--- src/rtl/atan2_cordic_pkg.sv ---
// rtl/atan2_cordic_pkg.sv - shared types and constants for the iterative atan2 CORDIC
package atan2_cordic_pkg;

  typedef enum logic [2:0] {IDLE, LOAD, ROT, MAG, OUT} state_t;

  localparam int PHASE_W  = 32;
  localparam int IN_W     = 32;
  localparam int INT_GROW = 3;

  // round(atan(2^-i) / (2*pi) * 2^32)
  localparam logic [PHASE_W-1:0] ATAN_TBL [0:30] = '{
    32'h2000_0000, 32'h12E4_051E, 32'h09FB_385B, 32'h0511_11D4,
    32'h028B_0D43, 32'h0145_D7E1, 32'h00A2_F61E, 32'h0051_7C55,
    32'h0028_BE53, 32'h0014_5F2F, 32'h000A_2F98, 32'h0005_17CC,
    32'h0002_8BE6, 32'h0001_45F3, 32'h0000_A2FA, 32'h0000_517D,
    32'h0000_28BE, 32'h0000_145F, 32'h0000_0A30, 32'h0000_0518,
    32'h0000_028C, 32'h0000_0146, 32'h0000_00A3, 32'h0000_0051,
    32'h0000_0029, 32'h0000_0014, 32'h0000_000A, 32'h0000_0005,
    32'h0000_0003, 32'h0000_0001, 32'h0000_0001
  };

  // 1/K of the CORDIC gain, unsigned Q0.32
  localparam logic [31:0] CORDIC_KINV = 32'h9B74_EDA8;

endpackage

--- src/rtl/cordic_atan_rom.sv ---
// rtl/cordic_atan_rom.sv - combinational arctangent lookup by micro-rotation index
module cordic_atan_rom
  import atan2_cordic_pkg::*;
(
  input  logic [4:0]         idx,
  output logic [PHASE_W-1:0] atan
);

  // Index 31 has no table entry and reads as zero
  always_comb begin
    atan = '0;
    if (idx != 5'd31) atan = ATAN_TBL[idx];
  end

endmodule

--- src/rtl/atan2_cordic_iter.sv ---
// rtl/atan2_cordic_iter.sv - iterative vectoring CORDIC atan2; ATAN2_CORDIC_MAG_EN adds mag_o
module atan2_cordic_iter
  import atan2_cordic_pkg::*;
#(
  parameter int ITER  = 24,
  parameter int GUARD = 2
) (
  input  logic               clk,
  input  logic               rst,
  input  logic [IN_W-1:0]    x_i,
  input  logic [IN_W-1:0]    y_i,
  input  logic               valid_i,
  output logic               ready_o,
  output logic [PHASE_W-1:0] phase_o,
`ifdef ATAN2_CORDIC_MAG_EN
  output logic [31:0]        mag_o,
`endif
  output logic               valid_o
);

  localparam int         W    = IN_W + INT_GROW + GUARD;
  localparam logic [4:0] LAST = 5'(ITER - 1);

  state_t               state;
  logic [IN_W-1:0]      x_in, y_in;
  logic signed [W-1:0]  x_r, y_r;
  logic signed [W-1:0]  x_ext, y_ext, x_sh, y_sh;
  logic [PHASE_W-1:0]   z_r, atan_v;
  logic [4:0]           iter;
  logic                 zero_f;

  assign ready_o = (state == IDLE);

  // Sign-grow and append guard bits before any negation so -(-2.0) fits
  assign x_ext = {{INT_GROW{x_in[IN_W-1]}}, x_in, {GUARD{1'b0}}};
  assign y_ext = {{INT_GROW{y_in[IN_W-1]}}, y_in, {GUARD{1'b0}}};
  assign x_sh  = x_r >>> iter;
  assign y_sh  = y_r >>> iter;

  cordic_atan_rom u_rom (
    .idx  (iter),
    .atan (atan_v)
  );

`ifdef ATAN2_CORDIC_MAG_EN
  localparam logic [W+31:0] MAG_RND = (W + 32)'(1) << (31 + GUARD);
  logic [W+31:0] mag_prod;
  logic [31:0]   mag_v, mag_q;
  // X is non-negative after vectoring, so it is scaled as unsigned
  assign mag_prod = {32'b0, x_r} * {{W{1'b0}}, CORDIC_KINV};
  assign mag_v    = 32'((mag_prod + MAG_RND) >> (32 + GUARD));
`endif

  // Control FSM and datapath: capture, pre-rotate, iterate, publish
  always_ff @(posedge clk or posedge rst) begin
    if (rst) begin
      state   <= IDLE;
      phase_o <= '0;
      valid_o <= 1'b0;
      x_in    <= '0;
      y_in    <= '0;
      x_r     <= '0;
      y_r     <= '0;
      z_r     <= '0;
      iter    <= '0;
      zero_f  <= 1'b0;
`ifdef ATAN2_CORDIC_MAG_EN
      mag_o   <= '0;
      mag_q   <= '0;
`endif
    end else begin
      valid_o <= 1'b0;
      case (state)
        IDLE: begin
          if (valid_i) begin
            x_in  <= x_i;
            y_in  <= y_i;
            state <= LOAD;
          end
        end
        LOAD: begin
          zero_f <= (x_in == '0) && (y_in == '0);
          iter   <= '0;
          // Left half-plane: rotate by pi so the iterations only see |angle| <= pi/2
          if (x_in[IN_W-1]) begin
            x_r <= -x_ext;
            y_r <= -y_ext;
            z_r <= 32'h8000_0000;
          end else begin
            x_r <= x_ext;
            y_r <= y_ext;
            z_r <= '0;
          end
          state <= ROT;
        end
        ROT: begin
          if (!y_r[W-1]) begin
            x_r <= x_r + y_sh;
            y_r <= y_r - x_sh;
            z_r <= z_r + atan_v;
          end else begin
            x_r <= x_r - y_sh;
            y_r <= y_r + x_sh;
            z_r <= z_r - atan_v;
          end
          iter <= iter + 5'd1;
          if (iter == LAST) begin
`ifdef ATAN2_CORDIC_MAG_EN
            state <= MAG;
`else
            state <= OUT;
`endif
          end
        end
`ifdef ATAN2_CORDIC_MAG_EN
        MAG: begin
          mag_q <= mag_v;
          state <= OUT;
        end
`endif
        OUT: begin
          phase_o <= zero_f ? '0 : z_r;
          valid_o <= 1'b1;
`ifdef ATAN2_CORDIC_MAG_EN
          mag_o   <= mag_q;
`endif
          state   <= IDLE;
        end
        default: state <= IDLE;
      endcase
    end
  end

endmodule

--- config.mk ---
export PLATFORM = sky130hd
export DESIGN_NAME = atan2_cordic_iter
export DESIGN_NICKNAME = d
export VERILOG_FILES = /design/src/rtl/atan2_cordic_pkg.sv /design/src/rtl/cordic_atan_rom.sv /design/src/rtl/atan2_cordic_iter.sv
export SDC_FILE = /design/constraint.sdc
export NUM_CORES = 1
export LEC_CHECK = 0
export BUFFER_PORTS_ARGS = -buffer_cell sky130_fd_sc_hd__clkbuf_2
export CORE_UTILIZATION = 41
export CTS_CLUSTER_SIZE = 20
export DETAILED_ROUTE_END_ITERATION = 7
export SLEW_MARGIN = 10
export SYNTH_ARGS = -nofsm -noshare
export SYNTH_HDL_FRONTEND = slang
export SYNTH_SLANG_ARGS = --single-unit
--- constraint.sdc ---
create_clock -name clk -period 11.8 [get_ports clk]
set_input_delay 1.77 -clock clk [delete_from_list [all_inputs] [get_ports clk]]
set_output_delay 1.77 -clock clk [all_outputs]
set_load 0.05 [all_outputs]
==> metrics list <==
- In this run the critical register-to-register path is launched from iter[2]$_DFFE_PP0N_.
- IO buf count: 100
- Slowest CP cell: sky130_fd_sc_hd__dfrtp_4
- STA classifies the critical path startpoint as a flip-flop.
- TritonCTS Sinks: 212
* Net count, final: 2947
- Total instance count after detailed placement: 3495
- Maximum achievable frequency: 130 MHz
* Path type of the worst setup path: reg2reg
- The congestion estimate from routability-driven global placement came to 1.02.
- Die area: 59400 sq um
- Number of flops mapped to enable cells by yosys: 0
- Of the cells placed in the final design, the portion with a size suffix greater than 1 is 0.151.
- Inserted Clock Buffers: 27
- The number of max-slew violations in the final report came to 0.
- Hold Worst Slack: 0.478 ns
* Combinational family with the most area after synthesis: compound AO/OA/AOI/OAI gates
- The floorplan step defined a core boundary enclosing 57700 sq um.
- 1st-iter DRT viols: 2416
- Across every metal layer, demand over resource in global routing totals 0.298.
- Overall routed net length: 90000 um
* Largest net degree at the start of global routing: 99
* Xor/xnor share of the synthesized area: 0.0801
* Top cell family by delay on the critical path: compound AO/OA/AOI/OAI gates
- Traced cell by cell, the critical path runs through buf_4 > nand2_1 > nor2_1 > ha_1 > inv_1 > a311oi_1 > o31a_1 > nor3b_1 > and2_1 > nor2_1 > xor2_1 > ha_1 > and3_1 > and2_1 > a311o_1 > o31ai_1 > a21o_1 > o21ai_0 > a21o_1 > a311oi_1 > xor2_1 > o21ai_0.
- Launch instance of the worst min-delay path: phase_o[16]$_DFFE_PP0P_
- Dividing the detail-routed wire length by the instance count gives 25.4 um.
- Hold path cells: 2
* Multiplexer share of the synthesized area: 0.173
- Headroom to the max-slew limit came out at 0.251.
- Compared with the post-synthesis result, the final layout area differs by 6.74%.
- The clock reaches the later pin of the worst-skew pair after 0.61 ns.
- In this run the count of I/O pins placed on the die edge is 101.
* CTS tree: built
- Post-synthesis adder-cell area fraction: 0.0636
* Clock transition at the registers of the reported paths: 0.06 ns
* Complex-gate fraction of the synthesized area: 0.244
- Most frequently used cell type in the post-synthesis netlist: sky130_fd_sc_hd__nand2_1
- For this configuration, the core starts out at a cell density of 0.415.
- The endpoint identified for the worst register-to-register timing path is z_r[29]$_DFFE_PP0N_.
- Part of the Yosys area used for sequential elements: 0.221
* CP Buf/Inv Count: 2
* Worst Path Arrival: 8.13 ns
* Number of synthesized register bits: 212
* Routed vias: 23005
* ANT nets after route: 0
* Ys flop type: sky130_fd_sc_hd__dfrtp_1
- On the worst path, the slowest cell contributes a delay of 0.84 ns.
- Setup repair after global routing left no endpoint under its margin.
- Worst-case hold path end point: phase_o[16]$_DFFE_PP0P_
* Cell row count: 88
* Number of setup buffers added after CTS: 0
* Final clock period utilization by the worst path: 0.651
- Counting I/O delays and the setup requirement, the final critical path takes 7.68 ns.
- Max-cap violations: 0
* Number of fillers in the final layout: 5692
* Cell type with the highest aggregate area in the netlist: sky130_fd_sc_hd__dfrtp_1
- Reg-to-reg slack, setup: 4.12 ns
- Buffer cell driving the clock tree root: sky130_fd_sc_hd__clkbuf_16
- Share of synthesized registers carrying an async set or reset: 1.00
* Number of antenna cells inserted: 0
- Post_cts resized: 0
- Post-synthesis share of cell area spent on and, or, nand and nor gates: 0.167
- Worst-path maximum fanout: 63
- The finished layout holds 3545 standard cells, fillers aside.
* Final Hold Violating Endpoints: 0
- The floorplan step set the die height to 244 um.
- After legalization and detailed placement, the total HPWL measured 66900 um.
* Average instance area after synthesis: 8.60 sq um
- Number of DRC violations after detailed routing: 0
* Post-synthesis instance total: 2785
- Classification of the worst-slack hold path: reg2reg
- Total of endpoints with negative setup slack in the final report: 0
- At the pin with the least slew margin, the transition time is 1.09 ns.
- The longest clock path from root to sink contains 3 buffers.
- Measured on the finished design, the core utilization comes to 0.443.
* Die width: 244 um
- Synthesis instantiated 100 different standard cells from the library.
* # hold bufs at CTS: 0
- The mapped netlist covers 24000 sq um.
* Required time reported for the critical path endpoint: 12.25 ns
- In the final timing run, aggregate negative setup slack is 0 ns.
- Gr ovfl total: 0
- The via count of the first global-routing pass was 21893.
* Largest clock skew in the final design: 0.0258 ns
* Pre-Repair DR Iteration Count: 8
* Wire length of the first global-routing pass: 137000 um
- In the synthesized netlist, the cells that appear most often are sky130_fd_sc_hd__nand2_1, sky130_fd_sc_hd__o21ai_0, sky130_fd_sc_hd__dfrtp_1.
- The run finished with clean final reports.
* Net Count, Synth: 2972
- Antenna violations before repair: 2
- Top cells by area in the synthesized netlist: sky130_fd_sc_hd__dfrtp_1, sky130_fd_sc_hd__mux4_2, sky130_fd_sc_hd__ha_1
* Vias per Instance: 6.49
* Type of element capturing the critical path: flip-flop
- The worst register-to-register path has a depth of 22.
- Portion of synthesized cell area occupied by the leading cell type: 0.221
* Deepest level of the CTS H-tree: 1
* Count of yosys warnings during synthesis: 0
[state kept, by name, summed over array words and instances (netlist names), 3 cells and up]
name and cells:
x_r 37, y_r 37, phase_o 32, x_in 32
y_in 32, z_r 32, iter 5, state 3
[area by class of cell]
cell class	count	area (sq um)	area share
multi-input combinational	2320	17400	0.682
sequential	212	5330	0.208
tap	765	957	0.0374
timing repair buffer	134	753	0.0295
clock buffer	38	747	0.0292
inverter	65	251	0.00983
clock inverter	11	104	0.00406
[tightest hold or removal path: stages (launching register included)]
cell and delay, ns:
sky130_fd_sc_hd__dfrtp_1 0.34, sky130_fd_sc_hd__nand2_1 0.04, sky130_fd_sc_hd__o21ai_0 0.06
[layout by cell type, fill, tap and decap left out, types with 11 or more instances in the layout]
master and instances:
sky130_fd_sc_hd__nand2_1 281, sky130_fd_sc_hd__o21ai_0 238, sky130_fd_sc_hd__dfrtp_1 205, sky130_fd_sc_hd__a21oi_1 181
sky130_fd_sc_hd__nor2_1 168, sky130_fd_sc_hd__xor2_1 120, sky130_fd_sc_hd__ha_1 117, sky130_fd_sc_hd__mux2_2 107
sky130_fd_sc_hd__clkbuf_2 100, sky130_fd_sc_hd__xnor2_1 99, sky130_fd_sc_hd__mux2i_1 82, sky130_fd_sc_hd__mux4_2 79
sky130_fd_sc_hd__nand2b_1 65, sky130_fd_sc_hd__inv_1 61, sky130_fd_sc_hd__o211ai_1 51, sky130_fd_sc_hd__nand3_1 49
sky130_fd_sc_hd__a21o_1 48, sky130_fd_sc_hd__o22ai_1 45, sky130_fd_sc_hd__nor2b_1 39, sky130_fd_sc_hd__a31oi_1 37
sky130_fd_sc_hd__nor3_1 35, sky130_fd_sc_hd__buf_4 33, sky130_fd_sc_hd__o31ai_1 32, sky130_fd_sc_hd__o21a_1 27
sky130_fd_sc_hd__clkbuf_16 27, sky130_fd_sc_hd__and2_1 26, sky130_fd_sc_hd__a211oi_1 24, sky130_fd_sc_hd__or4_1 21
sky130_fd_sc_hd__nor3b_1 20, sky130_fd_sc_hd__o21bai_1 19, sky130_fd_sc_hd__a22oi_1 19, sky130_fd_sc_hd__and3_1 18
sky130_fd_sc_hd__nand4_1 18, sky130_fd_sc_hd__o41ai_1 17, sky130_fd_sc_hd__or2_2 16, sky130_fd_sc_hd__mux4_1 12
sky130_fd_sc_hd__o221ai_1 11
[kinds of logic (layout without fill, tap and decap cells)]
| kind of cell | after synthesis | count (layout) |
|---|---|---|
| AOI/OAI and AO/OA | 890 | 890 |
| adders and majority gates | 120 | 120 |
| buffers and inverters | 253 | 248 |
| xor gates and xnor gates | 219 | 219 |
| and+or+nand+nor | 810 | 810 |
| muxes | 281 | 281 |
| DFF | 212 | 212 |
[how the worst max path moves through the flow]
stage                                    from                  end  slack (ns)  cells past startpoint
after floorplan                           rst  iter[0]$_DFFE_PP0N_        4.24                      1
after global placement    iter[2]$_DFFE_PP0N_  z_r[29]$_DFFE_PP0N_        4.35                     22
after detailed placement  iter[0]$_DFFE_PP0N_  y_r[34]$_DFFE_PP0N_        4.26                     22
after CTS                 iter[0]$_DFFE_PP0N_  y_r[34]$_DFFE_PP0N_        4.22                     22
after global routing      iter[1]$_DFFE_PP0N_  y_r[33]$_DFFE_PP0N_        3.63                     20
final                     iter[2]$_DFFE_PP0N_  z_r[29]$_DFFE_PP0N_        4.12                     22
[metal layers]
| metal | share of wire | routed length [um] | track usage | vias up |
|---|---|---|---|---|
| li1 | - | - | - | 10466 |
| met1 | 0.42 | 38100 | 0.403 | 11175 |
| met2 | 0.44 | 39600 | 0.461 | 1119 |
| met3 | 0.078 | 7010 | 0.0446 | 245 |
| met4 | 0.058 | 5260 | 0.152 | 0 |
| met5 | 0 | 0 | 0 | - |
[metrics by stage]
step | setup WS (ns) | instance area [sq um]
6_report | 4.12 | 25600
5_1_grt | 3.63 | 25600
4_1_cts | 4.22 | 25600
3_5_place_dp | 4.26 | 24700
3_3_place_gp | 4.35 | 24700
2_1_floorplan | 4.24 | 24000
Power is not shown: default switching activity piles up to over one toggle a cycle in this logic, so the estimate is an artifact.
